### config.mk
export PLATFORM = sky130hd
export DESIGN_NAME = phj_tuple_hasher_flat
export DESIGN_NICKNAME = d
export VERILOG_FILES = /design/src/rtl/phj_tuple_hasher_if.sv /design/src/rtl/phj_tuple_hasher.sv /design/src/flat_wrapper.sv
export SDC_FILE = /design/constraint.sdc
export NUM_CORES = 2
export LEC_CHECK = 0
export CAP_MARGIN = 20
export CORE_MARGIN = 2
export CORE_UTILIZATION = 25
export DETAILED_ROUTE_END_ITERATION = 8
export GPL_TIMING_DRIVEN = 0
export HOLD_SLACK_MARGIN = 0.05
export PLACE_DENSITY = 0.38
export RECOVER_POWER = 25
export SLEW_MARGIN = 20
export SYNTH_ARGS = -nofsm -noshare
export SYNTH_HDL_FRONTEND = slang
export SYNTH_SLANG_ARGS = --single-unit
export TNS_END_PERCENT = 5
### constraint.sdc
create_clock -name clk -period 14 [get_ports clk]
set_input_delay 2.1 -clock clk [delete_from_list [all_inputs] [get_ports clk]]
set_output_delay 2.1 -clock clk [all_outputs]
set_load 0.02 [all_outputs]
### src/rtl/phj_tuple_hasher_if.sv
// Tuple stream bundle for the hash-join hasher: input tuple channel, tagged output
// channel and the end-of-join done flag. The DUT uses the slave modport; the feeder/sink uses master.
interface phj_tuple_hasher_if #(
  parameter int SERIAL_WIDTH = 64
);
  logic                    s_valid;
  logic                    s_ready;
  logic [63:0]             s_data;
  logic                    s_last;
  logic                    m_valid;
  logic                    m_ready;
  logic [63:0]             m_data;
  logic [31:0]             m_hash;
  logic                    m_last;
  logic                    m_phase;
  logic [SERIAL_WIDTH-1:0] m_serialnum;
  logic                    done;

  modport master (
    output s_valid, s_data, s_last, m_ready,
    input  s_ready, m_valid, m_data, m_hash, m_last, m_phase, m_serialnum, done
  );

  modport slave (
    input  s_valid, s_data, s_last, m_ready,
    output s_ready, m_valid, m_data, m_hash, m_last, m_phase, m_serialnum, done
  );
endinterface

### src/rtl/phj_tuple_hasher.sv
// Partitioned-hash-join tuple hasher: 3-stage murmur3 fmix32 pipeline with build/probe tagging.
// Optional macro PHJ_HASHER_DROP_ZERO_KEY_EN swallows key-0 tuples (last flag kept on a zero bubble).
module phj_tuple_hasher #(
  parameter logic [31:0] SEED         = 32'h0000_0000,
  parameter int          SERIAL_WIDTH = 64
) (
  input  logic                clk,
  input  logic                resetn,
  phj_tuple_hasher_if.slave   bus
);

  localparam int          STAGES = 3;
  localparam logic [31:0] C1     = 32'h85EB_CA6B;
  localparam logic [31:0] C2     = 32'hC2B2_AE35;

  typedef enum logic [1:0] {ST_BUILD, ST_PROBE, ST_DONE} state_e;

  typedef struct packed {
    logic [63:0]             data;
    logic [31:0]             hash;
    logic                    last;
    logic                    phase;
    logic [SERIAL_WIDTH-1:0] serial;
  } stage_t;

  state_e                  state_q, state_d;
  logic [SERIAL_WIDTH-1:0] cnt_q, cnt_d;
  logic [STAGES:1]         vld_pipe_q, vld_pipe_d;
  stage_t                  st1_q, st1_d, st2_q, st2_d, st3_q, st3_d;
  logic                    done_q, done_d;

  logic        adv, accept, drop, in_vld, in_probe;
  logic [31:0] key_x, mix1, mix2;

  always_comb begin
    adv      = ~vld_pipe_q[STAGES] | bus.m_ready;
    accept   = bus.s_valid & adv & (state_q != ST_DONE);
    in_probe = (state_q == ST_PROBE);
    key_x    = bus.s_data[31:0] ^ SEED;
`ifdef PHJ_HASHER_DROP_ZERO_KEY_EN
    drop     = (bus.s_data[31:0] == 32'h0);
`else
    drop     = 1'b0;
`endif
    // A dropped tuple only occupies a slot if it must carry the end-of-phase flag.
    in_vld   = accept & (~drop | bus.s_last);
    mix1     = st1_q.hash ^ (st1_q.hash >> 13);
    mix2     = st2_q.hash;

    vld_pipe_d = vld_pipe_q;
    st1_d      = st1_q;
    st2_d      = st2_q;
    st3_d      = st3_q;
    state_d    = state_q;
    cnt_d      = cnt_q;
    done_d     = done_q | (vld_pipe_q[STAGES] & bus.m_ready & st3_q.last & st3_q.phase);

    if (adv) begin
      vld_pipe_d   = {vld_pipe_q[STAGES-1:1], in_vld};
      st1_d.data   = drop ? 64'h0 : bus.s_data;
      st1_d.hash   = drop ? 32'h0 : (key_x ^ (key_x >> 16)) * C1;
      st1_d.last   = bus.s_last;
      st1_d.phase  = in_probe;
      st1_d.serial = (in_probe & ~drop) ? cnt_q : '0;
      st2_d        = st1_q;
      st2_d.hash   = mix1 * C2;
      st3_d        = st2_q;
      st3_d.hash   = mix2 ^ (mix2 >> 16);
    end

    if (accept) begin
      case (state_q)
        ST_BUILD: if (bus.s_last) state_d = ST_PROBE;
        ST_PROBE: begin
          if (!drop) cnt_d = cnt_q + SERIAL_WIDTH'(1);
          if (bus.s_last) state_d = ST_DONE;
        end
        default: state_d = state_q;
      endcase
    end
  end

  always_ff @(posedge clk) begin
    if (!resetn) begin
      state_q    <= ST_BUILD;
      cnt_q      <= '0;
      vld_pipe_q <= '0;
      st1_q      <= '0;
      st2_q      <= '0;
      st3_q      <= '0;
      done_q     <= 1'b0;
    end else begin
      state_q    <= state_d;
      cnt_q      <= cnt_d;
      vld_pipe_q <= vld_pipe_d;
      st1_q      <= st1_d;
      st2_q      <= st2_d;
      st3_q      <= st3_d;
      done_q     <= done_d;
    end
  end

  assign bus.s_ready     = adv & (state_q != ST_DONE);
  assign bus.m_valid     = vld_pipe_q[STAGES];
  assign bus.m_data      = st3_q.data;
  assign bus.m_hash      = st3_q.hash;
  assign bus.m_last      = st3_q.last;
  assign bus.m_phase     = st3_q.phase;
  assign bus.m_serialnum = st3_q.serial;
  assign bus.done        = done_q;

endmodule
### src/flat_wrapper.sv
// flat-port wrapper written by rule: the top's interface ports become plain ports
module phj_tuple_hasher_flat 
#(
  parameter logic [31:0] SEED         = 32'h0000_0000,
  parameter int          SERIAL_WIDTH = 64
)
  (clk, resetn, bus_s_valid, bus_s_data, bus_s_last, bus_m_ready, bus_s_ready, bus_m_valid, bus_m_data, bus_m_hash, bus_m_last, bus_m_phase, bus_m_serialnum, bus_done);
  phj_tuple_hasher_if #(.SERIAL_WIDTH(SERIAL_WIDTH)) bus_i ();
  input  logic clk;
  input  logic resetn;
  input wire logic [$bits(bus_i.s_valid)-1:0] bus_s_valid;
  input wire logic [$bits(bus_i.s_data)-1:0] bus_s_data;
  input wire logic [$bits(bus_i.s_last)-1:0] bus_s_last;
  input wire logic [$bits(bus_i.m_ready)-1:0] bus_m_ready;
  output wire logic [$bits(bus_i.s_ready)-1:0] bus_s_ready;
  output wire logic [$bits(bus_i.m_valid)-1:0] bus_m_valid;
  output wire logic [$bits(bus_i.m_data)-1:0] bus_m_data;
  output wire logic [$bits(bus_i.m_hash)-1:0] bus_m_hash;
  output wire logic [$bits(bus_i.m_last)-1:0] bus_m_last;
  output wire logic [$bits(bus_i.m_phase)-1:0] bus_m_phase;
  output wire logic [$bits(bus_i.m_serialnum)-1:0] bus_m_serialnum;
  output wire logic [$bits(bus_i.done)-1:0] bus_done;
  assign bus_i.s_valid = bus_s_valid;
  assign bus_i.s_data = bus_s_data;
  assign bus_i.s_last = bus_s_last;
  assign bus_i.m_ready = bus_m_ready;
  assign bus_s_ready = bus_i.s_ready;
  assign bus_m_valid = bus_i.m_valid;
  assign bus_m_data = bus_i.m_data;
  assign bus_m_hash = bus_i.m_hash;
  assign bus_m_last = bus_i.m_last;
  assign bus_m_phase = bus_i.m_phase;
  assign bus_m_serialnum = bus_i.m_serialnum;
  assign bus_done = bus_i.done;
  phj_tuple_hasher #(.SEED(SEED), .SERIAL_WIDTH(SERIAL_WIDTH)) u_core (.clk(clk), .resetn(resetn), .bus(bus_i));
endmodule
## Word level (Yosys, flattened, before mapping)

Cells that the tools add are included.

| storage, ports and cells | value |
|---|---|
| bits of input ports | 69 |
| output and inout bits | 165 |
| logic and storage cells | 46 |
| bits in registers | 556 |

| operators by class | value |
|---|---|
| multiplexer cells | 4 |
| add/subtract/negate cells | 1 |
| bitwise gates (word level) | 12 |
| multiply operators | 2 |
| equal/unequal tests | 4 |
| reductions and logical operators | 4 |

Operators by type and width:

| kind | number |
|---|---|
| adder 64 x 1 -> 64 bit (second input constant) | 1 |
| 2-to-1 mux 64 bit | 1 |
| XOR 32 x 16 -> 32 bit | 2 |
| multiplier 32 x 31 -> 32 bit (second input constant) | 1 |
| multiplier 32 x 32 -> 32 bit (second input constant) | 1 |
| XOR 32 x 19 -> 32 bit | 1 |
| bitwise AND 1 bit | 6 |
| inequality test 2 bit (second input constant) | 3 |
| 2-to-1 mux 2 bit | 2 |
| case mux 2 bit (2 select lines) | 1 |
| AND reduction 4 bit | 1 |
| == test 2 x 1 -> 1 bit (second input constant) | 1 |
| logical NOT 2 bit | 1 |
| bitwise OR 1 bit | 2 |
| AND reduction 2 bit | 1 |
| nonzero test 2 bit | 1 |
| inverter 1 bit | 1 |

## Longest topological paths before layout

| depth | value |
|---|---|
| depth after elaboration | 5 |
| gate-level depth with buffers | 27 |
| mapped depth without buffers | 27 |

## Least setup slack after synthesis

OpenSTA, ideal clock, no wires.

| timing | value |
|---|---|
| path kind | input port to flip-flop |
| start | in bus_s_data[8] |
| end | reg u_core.st1_q[95] (netlist bit) |
| library setup time | 0.128 ns |
| path slack | 5.761 ns |
| stages on the path | 22 |
| buffers on the path | 0 |
| data required time | 13.872 ns |
| arrival | 8.111 ns |
| cell sequence | xor2_1 -> xnor2_1 -> ha_1 -> or2_2 -> fa_1 -> fa_1 -> inv_1 -> fa_1 -> inv_1 -> fa_1 -> fa_1 -> fa_1 -> fa_1 -> ha_1 -> and3_1 -> nor2b_1 -> inv_1 -> o211ai_1 -> a21oi_1 -> a21oi_1 -> xnor2_1 -> o21ai_0 |

| on the way | value |
|---|---|
| word-level cells in the longest chain between the ends | 2 |

Ends and longest elaborated chain:

| what | RTL line | source |
|---|---|---|
| from (decl) | flat_wrapper.sv:12 | `input wire logic [$bits(bus_i.s_data)-1:0] bus_s_data;` |
| XOR 32 x 16 -> 32 bit | phj_tuple_hasher.sv:61 | `st1_d.hash = drop ? 32'h0 : (key_x ^ (key_x >> 16)) * C1;` |
| multiplier 32 x 32 -> 32 bit | phj_tuple_hasher.sv:61 |  |
| to (signal assigned) | phj_tuple_hasher.sv:96 | `st1_q <= st1_d;` |
| to (decl) | phj_tuple_hasher.sv:29 | `stage_t st1_q, st1_d, st2_q, st2_d, st3_q, st3_d;` |

No other way between the ends.
A chain may end at the register's enable or synchronous reset.

## Final worst setup path

| timing | value |
|---|---|
| start | in bus_s_data[22] |
| end | reg u_core.st1_q[95] (netlist bit) |

Same word-level chain as after synthesis.

==> run summary <==
Crit Path Category: input port to flip-flop
DRC: 0
WL final: 127000 um
Clock root buffer: clkbuf_16
Slew Limit Fails: 0
Synthesis-stage register bit count: 556
Primary FF master, synth: dfxtp_1
Clock skew: 24.0 ps
Layout cell share with drive strength beyond 1: 3.34%
Vias per Instance: 4.29
RR Endpoint: u_core.mix2[28]$_SDFFE_PN0N_
CTS tree: yes
Commonest non-fill, non-tap cell in the layout: nand2_1
Min-Delay Path Depth: 2
RR Startpoint: u_core.st1_q[87]$_SDFFE_PN0N_
# hold bufs at CTS: 0
Worst Setup End Kind: flip-flop
Post-Syn Nets: 4942
Final antenna-violating net count: 0
Synthesized area per cell: 9.33 um2
Worst slew pin tran: 1140 ps
Site row count: 143
Die X: 396 um
Crit path required time: 14500 ps
DP HPWL: 105000 um
Number of antenna violations at the first check in global routing: 16
Setup tns final: 0 ps
Reg2Reg Depth: 25
Post-synth EDFFs: 0
Post-CTS setup buffer count: 0
Register area share after synthesis: 29.0%
Largest net degree at the start of global routing: 14
Commonest cells after routing, fill and taps aside: 812 x nand2_1, 572 x inv_1, 556 x dfxtp_1
Die area: 0.157 mm2
Worst min path class: flip-flop to flip-flop
Synth warnings: 0
Minimum clock period after layout: 9690 ps
Worst-path clk slew: 60 ps
Die span in y: 396 um
Hold Vio Cnt, Final: 0
Final period util: 69.2%
Hold Startpoint: u_core.st2_q[31]$_SDFFE_PN0N_
Max frequency: 103 MHz
First-pass GRT wire length: 193000 um
Area grow syn2layout: 18.9%
Port Buf Inserts: 232
Slew headroom: 23.8%
I/O Pins: 234
Outcome: complete, no violations
Total number of vias: 27885
Insertion delay to the later sink of the worst-skew pair: 640 ps
Library cells used by synthesis: 69
Initial Util: 25.2%
CP Launch Type: input port
Num CTS Buffers: 69
Final setup viols: 0
Htree depth: 3
Number of global-route vias before repair: 29545
Post-CTS sizing: 0
Max Cap Violations: 0
CTS max path bufs: 3
Mapped Area: 0.0383 mm2
Unrepaired setup endpoints after global routing: false
DR WL/cell: 19.6 um
Asr flop ratio synth: 0%
Drt first pass iters: 6
Syn Inst Count: 4109
Core Region: 0.152 mm2
Clock sink count: 556
Hold EP: u_core.bus.m_serialnum[31]$_SDFFE_PN0N_
Worst-path fanout max: 8
Fin nets: 5246
Initial DRC Count: 974
Reg2reg setup slack: 5790 ps
Placer congestion estimate: 0.857
Tot GR Track Use: 16.5%
Worst Path Arrival: 10190 ps
Overflow after GRT: 0
==> registers in the layout (all words and copies together), names as in the netlist <==
register and cells:
u_core.bus.done 1, u_core.bus.m_data 64, u_core.bus.m_hash 32, u_core.bus.m_last 1
u_core.bus.m_phase 1, u_core.bus.m_serialnum 64, u_core.cnt_q 64, u_core.mix2 32
u_core.st1_q 162, u_core.st2_q 130, u_core.state_q 2, u_core.vld_pipe_q 3
==> worst max-delay path, cell delays in order <==
cell and delay (ps):
clkdlybuf4s50_1 660, xnor2_1 860, inv_1 350, xnor2_1 270
ha_1 250, or2_2 320, fa_1 470, fa_1 530
inv_1 60, fa_1 510, fa_1 550, inv_1 50
fa_1 450, fa_1 510, fa_1 420, ha_1 440
and3_1 220, nor2b_1 200, inv_1 60, o211ai_1 280
a21oi_1 150, a21oi_1 170, xnor2_1 190, o21ai_0 110
==> cells by family after synthesis <==
group	Yosys count	synth area share, %
and+or+nand+nor	1155	13.5
adders and majority gates	764	32.5
buffers and inverters	745	7.34
AOI/OAI and AO/OA	663	12.4
DFF	556	29.0
xor gates and xnor gates	226	5.16
==> cell usage after synthesis (all sizes together) (3+ instances only) <==
| cell type | number | share of area [%] |
|---|---|---|
| and2 | 84 | 1.4 |
| and4 | 12 | 0.27 |
| nor2 | 34 | 0.37 |
| dfxtp | 556 | 29 |
| nor3b | 3 | 0.059 |
| a211oi | 6 | 0.12 |
| or3 | 17 | 0.28 |
| o21ai | 82 | 1.1 |
| a311oi | 3 | 0.069 |
| xor2 | 66 | 1.5 |
| nand2b | 10 | 0.16 |
| fa | 388 | 20 |
| nand4 | 15 | 0.34 |
| nor2b | 80 | 1.3 |
| buf | 16 | 0.19 |
| nor3 | 17 | 0.26 |
| o21a | 9 | 0.18 |
| clkbuf | 156 | 1.5 |
| o211ai | 5 | 0.098 |
| xnor2 | 160 | 3.7 |
| inv | 572 | 5.6 |
| a31oi | 5 | 0.082 |
| nor4 | 3 | 0.14 |
| a21oi | 44 | 0.58 |
| o21bai | 6 | 0.12 |
| a21boi | 371 | 7.3 |
| nand2 | 813 | 8.0 |
| and3 | 15 | 0.25 |
| ha | 376 | 12 |
| a21o | 29 | 0.57 |
| a22oi | 65 | 1.3 |
| o211a | 22 | 0.57 |
| or2 | 5 | 0.082 |
| nand3 | 42 | 0.57 |
==> metal layers <==
metal  global-route usage, %  part of all wire, %  vias to the layer above
met5                       0                0.072                        -
met4                    3.83                  2.1                       14
met3                    3.63                  5.2                      122
met2                    26.0                   44                      482
met1                    22.9                   48                    13554
li1                        -                    -                    13713
==> area by class of cell <==
cell class	instances	area, um2
diodes	5	12.5
plain buffers	173	672
clock buffers	97	1990
clock inverters	23	314
fillers	16375	107000
inverters	572	2150
multi-input cells	2808	24400
flip-flops and latches	556	11100
well taps	2030	2540
repair buffers	233	2330
==> through the flow <==
stage	hold slack, ps	instances	setup WS [ps]	area, um2	util [%]
2_1_floorplan	441	4109	5760	38300	-
3_3_place_gp	451	6371	3550	43200	28.4
6_report	455	6497	4310	45600	30.0
5_1_grt	476	6492	4040	45600	30.0
4_1_cts	461	6492	4380	45600	30.0
3_5_place_dp	455	6372	3690	43300	28.5
==> how the worst max path moves through the flow <==
stage / from / endpoint
5_1_grt: bus_s_data[22] / u_core.st1_q[95]$_SDFFE_PN0N_
3_5_place_dp: bus_s_data[22] / u_core.st1_q[95]$_SDFFE_PN0N_
4_1_cts: bus_s_data[22] / u_core.st1_q[95]$_SDFFE_PN0N_
6_report: bus_s_data[22] / u_core.st1_q[95]$_SDFFE_PN0N_
3_3_place_gp: bus_s_data[24] / u_core.st1_q[95]$_SDFFE_PN0N_
2_1_floorplan: bus_s_data[8] / u_core.st1_q[95]$_SDFFE_PN0N_
Power is left out: the tool's default activity adds up to more than one toggle a clock period on the data nets, which glitch-free logic cannot reach.
